### src/rtl/alu32_trace_capture.sv
// alu32_trace_capture: records each ALU transaction {a, b, op, flags, result}
// into a circular FIFO and streams every 104-bit record out as 13 bytes,
// MSB first, over a valid/ready byte interface.
module alu32_trace_capture #(
    parameter int ADDR_W = 4
) (
    input  logic              clk,
    input  logic              reset,
    input  logic              cap_valid,
    output logic              cap_ready,
    input  logic [31:0]       cap_a,
    input  logic [31:0]       cap_b,
    input  logic [2:0]        cap_op,
    input  logic [31:0]       cap_result,
    input  logic              cap_c,
    input  logic              cap_n,
    input  logic              cap_z,
    input  logic              cap_v,
    output logic [7:0]        out_data,
    output logic              out_valid,
    input  logic              out_ready,
    output logic              out_last,
    output logic [ADDR_W:0]   count,
    output logic [15:0]       drop_cnt
);

    localparam int              DEPTH   = 2 ** ADDR_W;
    localparam logic [ADDR_W:0] DEPTH_C = (ADDR_W + 1)'(DEPTH);
    localparam logic [3:0]      LAST_IX = 4'd12;

    typedef enum logic {IDLE, SEND} state_t;

    state_t              state, state_next;
    logic [103:0]        mem [DEPTH];
    logic [ADDR_W-1:0]   wr_ptr, rd_ptr;
    logic [ADDR_W:0]     count_next;
    logic [103:0]        shreg;
    logic [103:0]        record;
    logic [3:0]          idx;
    logic                push, pop, nonempty;

    // Saturating increment for the drop counter: sticks at all-ones.
    function automatic logic [15:0] sat_inc(input logic [15:0] v);
        return (v == 16'hFFFF) ? v : v + 16'd1;
    endfunction

    assign record    = {cap_a, cap_b, 1'b0, cap_op, cap_c, cap_n, cap_z, cap_v, cap_result};
    assign push      = cap_valid && cap_ready;
    assign nonempty  = (count != '0);
    assign out_valid = (state == SEND);
    assign out_data  = shreg[103:96];

    // Serializer next-state and pop decision; a pop on the last byte chains records without a gap.
    always_comb begin
        state_next = state;
        pop        = 1'b0;
        case (state)
            IDLE: begin
                if (nonempty) begin
                    pop        = 1'b1;
                    state_next = SEND;
                end
            end
            SEND: begin
                if (out_ready && idx == LAST_IX) begin
                    if (nonempty) pop = 1'b1;
                    else          state_next = IDLE;
                end
            end
            default: state_next = IDLE;
        endcase
        count_next = count + {{ADDR_W{1'b0}}, push} - {{ADDR_W{1'b0}}, pop};
    end

    // Serializer state register.
    always_ff @(posedge clk) begin
        if (!reset) state <= IDLE;
        else        state <= state_next;
    end

    // FIFO pointers, occupancy and the registered not-full flag.
    always_ff @(posedge clk) begin
        if (!reset) begin
            wr_ptr    <= '0;
            rd_ptr    <= '0;
            count     <= '0;
            cap_ready <= 1'b1;
        end else begin
            if (push) wr_ptr <= wr_ptr + 1'b1;
            if (pop)  rd_ptr <= rd_ptr + 1'b1;
            count     <= count_next;
            cap_ready <= (count_next != DEPTH_C);
        end
    end

    // FIFO storage; data only, never reset.
    always_ff @(posedge clk) begin
        if (push) mem[wr_ptr] <= record;
    end

    // Count records discarded because the FIFO was full.
    always_ff @(posedge clk) begin
        if (!reset)                       drop_cnt <= '0;
        else if (cap_valid && !cap_ready) drop_cnt <= sat_inc(drop_cnt);
    end

    // Shift register and byte index: load on pop, advance on each accepted byte.
    always_ff @(posedge clk) begin
        if (!reset) begin
            shreg    <= '0;
            idx      <= '0;
            out_last <= 1'b0;
        end else if (pop) begin
            shreg    <= mem[rd_ptr];
            idx      <= '0;
            out_last <= 1'b0;
        end else if (state == SEND && out_ready) begin
            shreg    <= {shreg[95:0], 8'h00};
            idx      <= idx + 4'd1;
            out_last <= (idx == LAST_IX - 4'd1);
        end
    end

endmodule
### config.mk
export PLATFORM = sky130hd
export DESIGN_NAME = alu32_trace_capture
export DESIGN_NICKNAME = d
export VERILOG_FILES = /design/src/rtl/alu32_trace_capture.sv
export SDC_FILE = /design/constraint.sdc
export NUM_CORES = 2
export LEC_CHECK = 0
export ABC_AREA = 1
export CORE_UTILIZATION = 55
export CTS_BUF_LIST = sky130_fd_sc_hd__clkbuf_4
export DETAILED_ROUTE_END_ITERATION = 12
export PLACE_DENSITY = 0.72
export SETUP_SLACK_MARGIN = 0.1
export SYNTH_ARGS = -nofsm -noshare
export SYNTH_HDL_FRONTEND = slang
export SYNTH_SLANG_ARGS = --single-unit
### constraint.sdc
create_clock -name clk -period 13.95 [get_ports clk]
set_input_delay 1.395 -clock clk [delete_from_list [all_inputs] [get_ports clk]]
set_output_delay 1.395 -clock clk [all_outputs]
set_load 0.05 [all_outputs]
==> results.cfg <==
[worst_setup_path]
startpoint_type = register
r2r_setup_slack_ps = 9810
r2r-end = shreg[12]$_SDFFE_PN0P_
cp-end-kind = register
cpMostUsedCell = nand3_1
worst-path-max-fanout = 207
slowest_stage = buf_4
worstPathArrival_ps = 5320
crit_required_ps = 15130
worstSetupPathType = reg -> reg
timing.critical_path.cells = inv_8, buf_12, buf_4, nand2_1, nand3_1, nand3_1, nand3_1, nand3_1, nand2_1, a21oi_1
critical-path-max-stage-delay_ps = 960
rr_worst_depth = 10

[die]
die_x_um = 372
dieArea_sq_um = 138000
coreArea_sq_um = 136000
die_y_um = 372
num_rows = 135
initial_utilization = 0.555
num_io_pins = 139

[clock_tree]
numCtsBuffers = 451
clk_path_buf_depth = 4
clk_pin_slew_worst_paths_ps = 70
clkLatencyLatePin_ps = 1310
h-tree-depth = 5
root_buffer = clkbuf_4
cts_tree = yes
ctsHoldBuffers = 0
ctsResizeCount = 0
cts_setup_buffers = 0
numClockSinks = 1792

[timing]
slew_viol_final = 0
finClkSkew_ps = 81.2
period_needed_ps = 4140
timing.fmax_mhz = 242
relSlewSlack = 0.172
setup_viol = 0
tightest_slew_ps = 1240
rsz0062_at_grt = no
setup_tns_ps = 0
fin_crit_sh = 0.296
hold_viol_final = 0

[drt]
drc = 0
drtIter0Drc = 5770
wirelength_mm = 189
vias_per_cell = 5.45
drt.antenna.violating_nets = 0
dr.pass1.iters = 5
wl_per_cell_um = 19.7
vias = 52300

[cells_and_area]
layout.nets = 7559
layout-drive-gt1-share = 0.105
mostFrequentLayoutCell = nand2_1
syn_to_final_growth_pct = 10.9
final_cells = 9586
fill_cells = 10700
postLayoutCoreUtil = 0.615
mostFrequentLayoutCells = nand2_1, edfxtp_1, nand3_1

[logic_synthesis]
netlist-cell-type-count = 29
synth_top_cell_area_share = 0.657
ys_seq_area_frac = 0.696
ys_top_cells_by_area = edfxtp_1, nand2_1, nand3_1
syn_inst = 7187
yosys_warnings = 0
ys_seq_elements = 1792
yosysTopAreaCell = edfxtp_1
synthesis.nets = 7308
syn_area_sq_um = 75300
avgSynthCellArea_sq_um = 10.5

[pwr]
p_per_area_nw_per_um2 = 178
p_leak_nw = 34.1
peakVddDrop_v = 0.000159

[placement]
post-dp-hpwl_mm = 90.5
gp_congestion = 0.807
dp_cells = 8766
port_buffers = 138

[min_path]
worst_hold_path.endpoint = shreg[4]$_SDFFE_PN0P_
hold_class = reg -> reg
hold_depth = 2
hold_path.startpoint = shreg[4]$_SDFFE_PN0P_

[global_routing]
grt_use_total = 0.273
grt_max_degree = 209
antenna_found_initial = 19
grt_pass1_vias = 50900
grt_first_pass_wirelength_mm = 287
grt.overflow.total = 0

[outcome]
status = finished, final reports clean

[job]
maxCapViolCount = 0
layout make-up:
class	instances	area, sq um	share of cell area
Antenna cell	21	52.6	0.000630
Clock buffer	686	5150	0.0617
Sequential cell	1792	52400	0.628
Inverter	806	3060	0.0367
Tap cell	1781	2230	0.0267
Multi-Input combinational cell	4180	18100	0.217
Clock inverter	113	498	0.00597
Timing Repair Buffer	207	2010	0.0241
Yosys cell counts, drive strengths merged:
library cell	count
or2	95
fa	1
nand3b	1
clkinv	2
and3	3
edfxtp	1648
nor3	11
a22oi	1
o21ai	107
ha	13
a211oi	3
xor2	7
xnor2	6
clkbuf	118
a21oi	126
nand3	1180
nand2	2574
nand4	3
buf	291
dfxtp	144
inv	804
nor2	49
report_power, final:
group / switching [mW] / total, mW / internal, mW / leakage, nW
clock network: 2.03 / 4.30 / 2.27 / 3.40
logic: 2.96 / 4.17 / 1.22 / 14.6
registers: 0.196 / 6.36 / 6.16 / 16.1
registers in the layout, indices dropped and copies added (netlist names), named ones only:
register and cells:
out_valid 1, wr_ptr 4, idx 4, drop_cnt 16, count 5, mem 1648, shreg 104, cap_ready 1
rd_ptr 4, out_last 1
worst max-delay path by stage:
stage / start / endpoint / depth (start not counted)
finish: register / shreg[12]$_SDFFE_PN0P_ / 10
global route: register / shreg[28]$_SDFFE_PN0P_ / 10
CTS: shreg[101]$_SDFFE_PN0P_ / out_data[5] / 1
detailed placement: cap_valid / mem[9][26]$_DFFE_PP_ / 7
global placement: cap_valid / mem[9][57]$_DFFE_PP_ / 7
floorplan: cap_valid / mem[0][0]$_DFFE_PP_ / 4
metal layers:
layer	vias to the layer above	wire (um)	GRT usage
met3	403	15800	0.0453
li1	24500	-	-
met1	24900	74300	0.352
met2	2466	93200	0.457
met4	10	5400	0.116
met5	-	57	0
logic make-up (layout without fill, tap and decap cells):
family	after synthesis	in the layout	share of synthesized area
other cells	0	21	0
compound gates	237	237	0.0159
simple gates	3916	3916	0.219
fa+ha+maj	14	14	0.00243
buf+inv	1215	1812	0.0659
xor+xnor	13	13	0.00151
flops	1792	1792	0.696
worst max-delay path: cells and delay by family (launching register included):
| family | cells | cell delay, ps |
|---|---|---|
| simple gates | 6 | 740 |
| flops | 1 | 470 |
| buf+inv | 3 | 2160 |
| compound gates | 1 | 70 |
per-stage QoR:
| stage | power [mW] | area [sq um] | worst slack [ps] | hold WS [ps] |
|---|---|---|---|---|
| after global routing | 15.6 | 83400 | 9550 | 480 |
| after detailed placement | 10.6 | 77800 | 8640 | 451 |
| final | 14.8 | 83500 | 9810 | 463 |
| after CTS | 14.9 | 83400 | 9790 | 461 |
| after global placement | 10.5 | 77800 | 8640 | 450 |
| after floorplan | 9.47 | 75300 | 7330 | 436 |
Power figures use the tool's default switching activity.
